===== src/rtl/word_lane_scheduler.sv =====
// Round-robin scheduler that serializes 32-bit words from two requesters onto one
// 8-bit valid/ready lane, least-significant byte first.
module word_lane_scheduler (
    input  logic        clk,
    input  logic        rst_n,
    input  logic        i_req0_valid,
    input  logic [31:0] i_req0_word,
    output logic        o_req0_ready,
    input  logic        i_req1_valid,
    input  logic [31:0] i_req1_word,
    output logic        o_req1_ready,
    output logic        o_bus_valid,
    output logic [7:0]  o_bus_data,
    output logic        o_bus_last,
    output logic        o_bus_src,
    input  logic        i_bus_ready,
    output logic        o_busy
);

    typedef enum logic {StIdle, StSend} state_e;

    state_e      r_state, w_state_d;
    logic [31:0] r_shift, w_shift_d;
    logic [1:0]  r_beat, w_beat_d;
    logic        r_src, w_src_d;
    logic        r_last_grant, w_last_grant_d;
    logic        w_idle;
    logic        w_acc0;
    logic        w_acc1;
    logic        w_xfer;

    // Ready is gated by rst_n so neither requester sees an accept while reset is held.
    assign w_idle       = (r_state == StIdle) && rst_n;
    assign o_req0_ready = w_idle && i_req0_valid && (!i_req1_valid || r_last_grant);
    assign o_req1_ready = w_idle && i_req1_valid && (!i_req0_valid || !r_last_grant);
    assign w_acc0       = o_req0_ready && i_req0_valid;
    assign w_acc1       = o_req1_ready && i_req1_valid;

    assign o_bus_valid  = (r_state == StSend);
    assign o_bus_data   = (r_state == StSend) ? r_shift[7:0] : 8'h00;
    assign o_bus_last   = (r_state == StSend) && (r_beat == 2'd3);
    assign o_bus_src    = r_src;
    assign o_busy       = (r_state == StSend);
    assign w_xfer       = o_bus_valid && i_bus_ready;

    always_comb begin
        w_state_d      = r_state;
        w_shift_d      = r_shift;
        w_beat_d       = r_beat;
        w_src_d        = r_src;
        w_last_grant_d = r_last_grant;
        unique case (r_state)
            StIdle: begin
                if (w_acc0 || w_acc1) begin
                    w_shift_d      = w_acc1 ? i_req1_word : i_req0_word;
                    w_src_d        = w_acc1;
                    w_last_grant_d = w_acc1;
                    w_beat_d       = 2'd0;
                    w_state_d      = StSend;
                end
            end
            StSend: begin
                if (w_xfer) begin
                    w_shift_d = {8'h00, r_shift[31:8]};
                    w_beat_d  = r_beat + 2'd1;
                    if (r_beat == 2'd3) begin
                        w_state_d = StIdle;
                    end
                end
            end
            default: w_state_d = StIdle;
        endcase
    end

    always_ff @(posedge clk or negedge rst_n) begin
        if (!rst_n) begin
            r_state      <= StIdle;
            r_shift      <= 32'h0;
            r_beat       <= 2'd0;
            r_src        <= 1'b0;
            r_last_grant <= 1'b1;
        end else begin
            r_state      <= w_state_d;
            r_shift      <= w_shift_d;
            r_beat       <= w_beat_d;
            r_src        <= w_src_d;
            r_last_grant <= w_last_grant_d;
        end
    end

endmodule


===== config.mk =====
export PLATFORM = sky130hd
export DESIGN_NAME = word_lane_scheduler
export DESIGN_NICKNAME = d
export VERILOG_FILES = /design/src/rtl/word_lane_scheduler.sv
export SDC_FILE = /design/constraint.sdc
export NUM_CORES = 1
export LEC_CHECK = 0
export ABC_CLOCK_PERIOD_IN_PS = 1800
export CAP_MARGIN = 30
export CORE_MARGIN = 4
export CORE_UTILIZATION = 35
export CTS_CLUSTER_DIAMETER = 50
export DETAILED_ROUTE_END_ITERATION = 7
export PLACE_DENSITY = 0.66
export SYNTH_ARGS = -nofsm -noshare
export SYNTH_HDL_FRONTEND = slang
export SYNTH_SLANG_ARGS = --single-unit

===== constraint.sdc =====
create_clock -name clk -period 1.8 [get_ports clk]
set_clock_uncertainty 0.05 [all_clocks]
set_input_delay 0.36 -clock clk [delete_from_list [all_inputs] [get_ports clk]]
set_output_delay 0.36 -clock clk [all_outputs]
set_load 0.02 [all_outputs]

; ---- Yosys cells after proc, flatten, opt, wreduce, memory -nomap -nowiden
; Cells that the tools add are included.
[totals]
register_bits = 37
out_inout_bits = 14
word_cells = 39
input_bits = 69
[op_classes]
addsub = 1
n_bitwise = 1
n_eq_ne = 3
mux = 12
n_reduce_logical = 17
[ops]
columns = op, count
row1 = 2-to-1 mux 32 bit, 3
row2 = case mux 32 bit (2 select lines), 1
row3 = logical AND 1 bit, 9
row4 = 2-to-1 mux 8 bit, 1
row5 = 2-to-1 mux 2 bit, 2
row6 = != test 2 x 1 -> 1 bit (second input constant), 2
row7 = case mux 2 bit (2 select lines), 1
row8 = AND reduction 2 bit, 2
row9 = zero test 1 bit, 3
row10 = logical OR 1 bit, 3
row11 = 2-to-1 mux 1 bit, 3
row12 = adder 2 x 1 -> 2 bit (second input constant), 1
row13 = == test 2 bit (second input constant), 1
row14 = case mux 1 bit (2 select lines), 1
row15 = inverter 1 bit, 1

; ---- Logic depth before layout (Yosys ltp)
; Gate-level depths: netlist of run 1.
[logic_depth]
ltp_word = 8
ltp_mapped = 6
ltp_nobuf = 5

; ---- Least setup slack after synthesis of run 1
; Ideal clock, no wire load.
[synth_timing]
kind = register to output
start = register r_state (netlist: o_bus_valid)
end = output port o_bus_data[7]
setup_slack_ns = 0.206
t_required_ns = 1.390
stages_incl_launch_ff = 4
n_path_buf = 2
t_arrival_ns = 1.184
cell_sequence = dfrtp_1 buf_4 clkbuf_1 and2_1
[synth_via]
elab_chain_len = 1
[synth_lines]
columns = element, line_no
row1 = "start, declared", 22  ; state_e r_state, w_state_d;
row2 = "start signal, assigned", 77  ; r_state <= StIdle;
row3 = "start signal, assigned", 83  ; r_state <= w_state_d;
row4 = 2-to-1 mux 8 bit, 40  ; assign o_bus_data = (r_state == StSend) ? r_shift[7:0] : 8'h00;
row5 = "end, declared", 13  ; output logic [7:0] o_bus_data,
; No other way between the ends.

; ---- Final worst setup path of run 1
; Same ends and word-level chain as after synthesis.

==> results_dict.tcl, run 1 <==
set metrics [dict create \
    vias 1819 \
    internal_power_mw 2.53 \
    cts_root_buf "clkbuf_8" \
    period_needed_ns 1.73 \
    areaGrowthSynthToFinish_pct 48.1 \
    synth_top_flop_cell "dfrtp_1" \
    synth.distinct_cells 29 \
    placed_area_um2 3190 \
    fin_area_um2 3230 \
    clock-sinks 37 \
    grt-ovfl-total 0 \
    seq_power_share_pct 35.2 \
    hpwlAfterDp_mm 4.10 \
    antenna_found_initial 0 \
    routedWlPerCell_um 14.1 \
    combPwrFrac_pct 51.4 \
    routabilityCongestion 0.728 \
    htree_levels 2 \
    synthTopCellsByArea "dfrtp_1 41%, mux2i_1 11%, a21oi_2 8.0%" \
    synth_edf_count 0 \
    slowest_delay_ns 0.42 \
    cts_tree "done" \
    critical_path_arrival_ns 1.32 \
    instances_no_fill 372 \
    drt_iter0_drc 62 \
    clk_path_buf_depth 2 \
    numCtsBuffers 5 \
    async_reset_ff_share_pct 100 \
    io_pins 83 \
    yosysTopAreaCell "dfrtp_1" \
    crit_path_cell_trace "buf_4, and2_1, dlygate4sd2_1" \
    path_delay_family "buffers and inverters" \
    numPortBuffers 82 \
    n_antenna_cell 0 \
    initial_core_util_pct 36.4 \
    wl_mm 5.26 \
    max_freq_ghz 0.579 \
    p_leak_nw 1.43 \
    yosysMostFrequentCell "dfrtp_1" \
    clk_pin_slew_ns 0.08 \
    synth_area_um2 2180 \
    clkPwrFrac_pct 13.4 \
    finalSetupViolations 0 \
    yosys_warnings 0 \
    drive_gt1_share_pct 29.3 \
    path_buf_inv 2 \
    fin_crit_sh_pct 96.0 \
    drv_slew 0 \
    die_area_um2 7560 \
    setup_tns_ns 0 \
    cp_max_fo 3 \
    clkLatencyLatePin_ns 0.28 \
    swShare_pct 38.4 \
    grt_pass1_vias 1926 \
    viasPerCell 4.89 \
    die_y_um 86.9 \
    end_kind "primary output" \
    cpMaxStageDelayCell "dfrtp_1" \
    hold_violations 0 \
    syn_avg_cell_area_um2 10.7 \
    vdd_ir_drop_max_uv 756 \
    crit_required_ns 1.39 \
    ant_nets 0 \
    synthCells 203 \
    place_inst 364 \
    yosysSeqAreaShare_pct 42.5 \
    dieWidth_um 86.9 \
    cts_hold_buf 0 \
    grt_max_degree 40 \
    critPathKind "reg2out" \
    hold_path_class "in2async" \
    outcome "completed" \
    synth_seq_cells 37 \
    synth_top_cell_area_share_pct 41.3 \
    grt_setup_unrepaired "false" \
    drc_errors 0 \
    synthTopCellsByCount "36 x dfrtp_1, 25 x mux2i_1, 20 x a21oi_2, 20 x o21ai_2, 16 x nand3b_1" \
    max_cap_violations 0 \
    core_area_um2 5990 \
    startpoint_type "flop" \
    rows 28 \
    grt_pass1_wl_mm 8.77 \
    maxSlewHeadroom_pct 64.9 \
    power_density_nw_per_um2 1270 \
    power.switching_mw 1.58 \
    nNetsFinal 366 \
    tightest_slew_ns 0.526 \
    syn_nets 273 \
    dr.pass1.iters 4 \
    grtUsageTotal_pct 14.6 \
]
[metrics by stage]
| step | total power, mW | setup slack (ns) | util (%) | hold slack [ns] |
|---|---|---|---|---|
| after floorplan | 2.89 | 0.206 | - | 0.0144 |
| after global placement | 3.69 | -0.323 | 53.3 | 0.417 |
| after detailed placement | 3.74 | -0.340 | 53.3 | 0.418 |
| after CTS | 4.21 | 0.00277 | 54.4 | 0.105 |
| after global routing | 4.45 | 0.0137 | 53.9 | 0.148 |
| final | 4.11 | 0.0729 | 53.9 | 0.104 |
[registers in the layout, indices dropped and copies added, names as in the netlist]
signal / count
r_last_grant: 1
o_bus_src: 1
r_shift: 32
r_beat: 2
o_bus_valid: 1
[cells by family after synthesis]
logic type                 Yosys count  share of synthesized area [%]
buffers and inverters               26                           7.06
DFF                                 37                           42.5
adders and majority gates            1                          0.574
muxes                               25                           11.5
and+or+nand+nor                     45                           13.9
AOI/OAI and AO/OA                   69                           24.5
[placed cells by master, fill, tap and decap left out]
| cell type | Yosys | routed |
|---|---|---|
| buf_2 | 2 | 3 |
| ha_1 | 1 | 1 |
| nand3b_1 | 16 | 16 |
| dfstp_2 | 1 | 1 |
| inv_1 | 9 | 9 |
| nand3_1 | 10 | 10 |
| dfrtp_1 | 36 | 36 |
| clkbuf_8 | 0 | 5 |
| o21ai_4 | 1 | 1 |
| o21ai_0 | 8 | 8 |
| mux2i_1 | 25 | 25 |
| nor2_2 | 2 | 1 |
| nand3_4 | 1 | 1 |
| inv_2 | 1 | 1 |
| nor2_4 | 0 | 1 |
| and3_4 | 1 | 1 |
| a21oi_1 | 4 | 4 |
| buf_4 | 4 | 14 |
| clkinv_2 | 0 | 2 |
| clkbuf_1 | 4 | 1 |
| a21oi_2 | 20 | 20 |
| o21ai_1 | 5 | 5 |
| a22oi_1 | 8 | 8 |
| dlygate4sd2_1 | 0 | 3 |
| and2_1 | 9 | 9 |
| buf_12 | 0 | 5 |
| buf_6 | 5 | 1 |
| nand2_1 | 3 | 3 |
| nand2b_1 | 1 | 1 |
| o21ai_2 | 20 | 20 |
| clkdlybuf4s50_1 | 0 | 68 |
| clkbuf_2 | 1 | 8 |
| nor2b_2 | 1 | 1 |
| nand2b_4 | 0 | 1 |
| a21o_1 | 3 | 3 |
[layer usage]
layer	vias up	track usage, %	part of all wire, %
li1	907	-	-
met1	860	17.4	41
met2	50	26.2	52
met3	2	3.31	6.1
met4	0	3.82	0.72
met5	-	0	0
[worst paths after layout]
check | from | end | slack, ns | cells past startpoint
worst max-delay path | o_bus_valid | o_bus_data[7] | 0.07 | 3
worst min-delay path | rst_n | o_bus_src | 0.10 | 2
worst max register to register | o_bus_valid | r_shift[14] | 0.15 | 7
worst min register to register | r_beat[0] | r_beat[0] | 0.43 | 1
max in group asynchronous | rst_n | r_last_grant | 1.24 | 2
min in group clk | r_beat[0] | r_beat[0] | 0.43 | 1
[power by group through the flow]
| stage | logic [mW] | registers [mW] | clock network [mW] |
|---|---|---|---|
| floorplan | 1.45 | 1.44 | 0 |
| global placement | 2.24 | 1.46 | 0 |
| detailed placement | 2.27 | 1.46 | 0 |
| CTS | 2.19 | 1.45 | 0.571 |
| global route | 2.35 | 1.49 | 0.607 |
| finish | 2.11 | 1.45 | 0.549 |
[area by class of cell]
cell class | instances | area, um2
well taps | 75 | 93.8
clock inverters | 2 | 10.0
flip-flops and latches | 37 | 927
inverters | 10 | 37.5
fillers | 560 | 2760
clock buffers | 6 | 72.6
multi-input cells | 140 | 1110
repair buffers | 102 | 978
[timing repair]
action | CTS | global route
resized for setup | 24 | 13
endpoints found under the setup margin | 13 | 34
hold endpoints to repair | 0 | 0
buffers inserted | 0 | 0
pin swaps | 0 | 1
cloned | 0 | 0
Power figures use the tool's default switching activity.
==> inputs of run 2 (changes only) <==
- MAX_ROUTING_LAYER: not set -> met4
==> run 2 against run 1 <==
Count of clock-buffer cells in the layout unchanged; critical path depth is the same; sequential power about the same; die area did not move; fmax rose by 0.17%; routed wire length decreased by 0.30%; hold slack improved by 0.0015 ns; utilization unchanged; critical endpoint unchanged.
==> results_dict.tcl, run 2 (same netlist as run 1, synthesis figures left out) <==
set metrics [dict create \
    fin_hold_ws_ns 0.106 \
    critPathKind "reg2out" \
    cts_root_buf "clkbuf_8" \
    setup_slack_ns 0.0759 \
    crit_path_cell_trace "buf_4, and2_1, dlygate4sd2_1" \
    wl_mm 5.25 \
    vdd_ir_drop_max_uv 756 \
    cpMaxStageDelayCell "dfrtp_1" \
    clkLatencyLatePin_ns 0.28 \
    swShare_pct 38.3 \
    routedWlPerCell_um 14.1 \
    setup_tns_ns 0 \
    startpoint_type "flop" \
    power.switching_mw 1.58 \
    core_area_um2 5990 \
    drc_errors 0 \
    internal_power_mw 2.53 \
    max_flop_register "r_shift" \
    grt_pass1_vias 1930 \
    numCtsBuffers 5 \
    dp_slack_ns -0.340 \
    path_delay_family "buffers and inverters" \
    combPwrFrac_pct 51.4 \
    die_area_um2 7560 \
    rr_worst_depth 7 \
    max_freq_ghz 0.580 \
    antenna_found_initial 0 \
    seq_power_share_pct 35.2 \
    crit_cells 3 \
    routabilityCongestion 0.737 \
    ant_nets 0 \
    areaGrowthSynthToFinish_pct 48.1 \
    nNetsFinal 366 \
    clkPwrFrac_pct 13.3 \
    end_kind "primary output" \
    grt_max_degree 40 \
    period_needed_ns 1.72 \
    grt_pass1_wl_mm 8.78 \
    p_leak_nw 1.43 \
    power_density_nw_per_um2 1270 \
    critical_path_arrival_ns 1.31 \
    fin_crit_sh_pct 95.8 \
    n_antenna_cell 0 \
    rows 28 \
    cts_tree "done" \
    clk_path_buf_depth 2 \
    dieWidth_um 86.9 \
    drt_iter0_drc 62 \
    outcome "completed" \
    vias 1814 \
    hold_path_class "in2async" \
    tightest_slew_ns 0.530 \
    grt-ovfl-total 0 \
    maxSlewHeadroom_pct 64.6 \
    dr.pass1.iters 4 \
    crit_required_ns 1.39 \
    cts_hold_buf 0 \
    path_buf_inv 2 \
    slowest_delay_ns 0.42 \
    hold_violations 0 \
    htree_levels 2 \
    clock-sinks 37 \
    drive_gt1_share_pct 29.3 \
    largest_register_ffs 32 \
    final_common_cell "clkdlybuf4s50_1" \
    max_cap_violations 0 \
    initial_core_util_pct 36.4 \
    grt_setup_unrepaired "false" \
    viasPerCell 4.88 \
    top_regs "r_shift: 32 flops, r_beat: 2 flops" \
    cp_max_fo 3 \
    clk_pin_slew_ns 0.08 \
    die_y_um 86.9 \
    numPortBuffers 82 \
    drv_slew 0 \
    grtUsageTotal_pct 15.0 \
    hpwlAfterDp_mm 4.10 \
    io_pins 83 \
    final_cell_mix "68 x clkdlybuf4s50_1, 36 x dfrtp_1, 25 x mux2i_1" \
    finalSetupViolations 0 \
]
[run 2: power groups by stage]
stage	registers (mW)	logic, mW	clock network [mW]
after global placement	1.46	2.24	0
final	1.45	2.11	0.548
after CTS	1.45	2.19	0.571
after floorplan	1.44	1.45	0
after detailed placement	1.46	2.27	0
after global routing	1.49	2.35	0.607
[run 2: final timing paths]
check,from,endpoint,slack [ns]
max in group asynchronous,rst_n,r_shift[4],1.23
max reg2reg,o_bus_valid,r_shift[14],0.15
max,o_bus_valid,o_bus_data[7],0.08
min in group clk,r_beat[0],r_beat[0],0.44
min reg2reg,r_beat[0],r_beat[0],0.44
min,rst_n,o_bus_src,0.11
[run 2: through the flow]
stage                     power [mW]  instances  cell area [um2]  util (%)
after global placement          3.69        364             3190      53.3
after CTS                       4.21        372             3260      54.4
after detailed placement        3.74        364             3190      53.3
after global routing            4.45        372             3230      53.9
final                           4.11        372             3230      53.9
after floorplan                 2.89        203             2180         -
[run 2: what timing repair did]
item / 4_1_cts / 5_1_grt
pin swaps: 0 / 1
endpoints found under the hold margin: 0 / 0
resized for setup: 24 / 13
buffers inserted: 0 / 0
endpoints found under the setup margin: 13 / 34
[run 2: layout make-up]
cell class | count | area [um2]
clock buffers | 6 | 72.6
clock inverters | 2 | 10.0
fillers | 560 | 2760
inverters | 10 | 37.5
multi-input cells | 140 | 1110
flip-flops and latches | 37 | 927
well taps | 75 | 93.8
repair buffers | 102 | 978
[run 2: routing by layer]
metal	up-vias	track usage, %	share of wire [%]	wire [um]
met5	-	-	0	0
met4	0	3.82	0.72	38
met3	2	3.22	6.3	330
met2	48	26.4	53	2760
met1	856	17.1	40	2120
li1	908	-	-	-
==> inputs of run 3 (changes only) <==
- CTS_BUF_LIST: not set -> sky130_fd_sc_hd__clkbuf_8
==> run 3 against run 2 <==
Power is 0.13% lower; count of clock-buffer cells in the layout is 1 lower; die area stayed put; sequential power hardly changed; non-clock buffer count stayed put; sequential cell count stayed put; sequential share of layout area stayed put; setup slack stayed put; design area stayed put; final cell count stayed put; clock power is 0.9% lower.
==> results_dict.tcl, run 3 (same netlist as run 1, synthesis figures left out) <==
set metrics [dict create \
    outcome "completed" \
    rows 28 \
    drc_errors 0 \
    grt_pass1_vias 1930 \
    grt_max_degree 40 \
    placed_area_um2 3190 \
    largest_register_ffs 32 \
    n_antenna_cell 0 \
    startpoint_type "flop" \
    initial_core_util_pct 36.4 \
    fin_hold_ws_ns 0.106 \
    numPortBuffers 82 \
    hold_path_class "in2async" \
    areaGrowthSynthToFinish_pct 48.1 \
    dp_slack_ns -0.340 \
    drv_slew 0 \
    clock-sinks 37 \
    io_pins 83 \
    htree_levels 2 \
    cts_root_buf "clkbuf_8" \
    die_area_um2 7560 \
    maxSlewHeadroom_pct 64.6 \
    clk_pin_slew_ns 0.08 \
    nNetsFinal 366 \
    top_regs "r_shift: 32 flops, r_beat: 2 flops" \
    vias 1814 \
    max_freq_ghz 0.580 \
    critPathKind "reg2out" \
    grt_setup_unrepaired "false" \
    fill_cells 560 \
    cp_max_fo 3 \
    rr_worst_depth 7 \
    critical_path_arrival_ns 1.31 \
    p_leak_nw 1.43 \
    hpwlAfterDp_mm 4.10 \
    routabilityCongestion 0.737 \
    max_cap_violations 0 \
    period_needed_ns 1.72 \
    wl_mm 5.25 \
    setup_tns_ns 0 \
    power_density_nw_per_um2 1270 \
    finalSetupViolations 0 \
    crit_required_ns 1.39 \
    cts_tree "done" \
    final_cell_mix "68 x clkdlybuf4s50_1, 36 x dfrtp_1, 25 x mux2i_1" \
    routedWlPerCell_um 14.1 \
    dieWidth_um 86.9 \
    setup_slack_ns 0.0759 \
    drt_iter0_drc 62 \
    fin_area_um2 3230 \
    fin_crit_sh_pct 95.8 \
    clk_path_buf_depth 2 \
    dr.pass1.iters 4 \
    ant_nets 0 \
    core_area_um2 5990 \
    max_flop_register "r_shift" \
    vdd_ir_drop_max_uv 756 \
    end_kind "primary output" \
    antenna_found_initial 0 \
    numCtsBuffers 5 \
    grtUsageTotal_pct 15.0 \
    viasPerCell 4.88 \
    die_y_um 86.9 \
    final_common_cell "clkdlybuf4s50_1" \
    hold_violations 0 \
    cts_hold_buf 0 \
    grt-ovfl-total 0 \
    tightest_slew_ns 0.530 \
    drive_gt1_share_pct 29.3 \
    grt_pass1_wl_mm 8.78 \
    clkLatencyLatePin_ns 0.28 \
    final_core_util_pct 53.9 \
]
run 3: power by group:
| part | internal [mW] | leakage (nW) | switching, mW | total (mW) |
|---|---|---|---|---|
| combinational | 1.04 | 0.944 | 1.08 | 2.11 |
| sequential | 1.23 | 0.436 | 0.219 | 1.45 |
| clock | 0.263 | 0.0491 | 0.280 | 0.543 |
run 3: final timing paths:
path,to,from,slack [ns]
setup / recovery,o_bus_data[7],o_bus_valid,0.08
hold / removal,o_bus_src,rst_n,0.11
setup reg to reg,r_shift[14],o_bus_valid,0.15
hold reg to reg,r_beat[0],r_beat[0],0.44
max in group asynchronous,r_shift[4],rst_n,1.23
min in group clk,r_beat[0],r_beat[0],0.44
run 3: per-stage QoR:
stage,power (mW),cells
after detailed placement,3.74,364
after global placement,3.69,364
after CTS,4.21,372
final,4.11,372
after global routing,4.45,372
after floorplan,2.89,203
run 3: what timing repair did:
| action | in CTS | in global routing |
|---|---|---|
| resized for setup | 24 | 13 |
| buffers inserted | 0 | 0 |
| pin swaps | 0 | 1 |
| setup endpoints to repair | 13 | 34 |
run 3: critical path, cell delays in order (launching register included):
cell and delay (ns):
dfrtp_1 0.42, buf_4 0.16, and2_1 0.13, dlygate4sd2_1 0.32
run 3: final cells by class:
cell class / count / area, um2 / share of cell area, %
Multi-Input combinational cell: 140 / 1110 / 34.4
Timing Repair Buffer: 102 / 978 / 30.3
Sequential cell: 37 / 927 / 28.7
Tap cell: 75 / 93.8 / 2.91
Clock buffer: 5 / 68.8 / 2.13
Inverter: 10 / 37.5 / 1.16
Clock inverter: 3 / 13.8 / 0.426
run 3: per-layer routing:
layer  routed length [um]  vias to the layer above  part of all wire [%]  track usage (%)
met5                    0                        -                     0                -
met4                   38                        0                  0.72             3.82
met3                  330                        2                   6.3             3.22
met2                 2760                       48                    53             26.4
met1                 2120                      856                    40             17.1
li1                     -                      908                     -                -
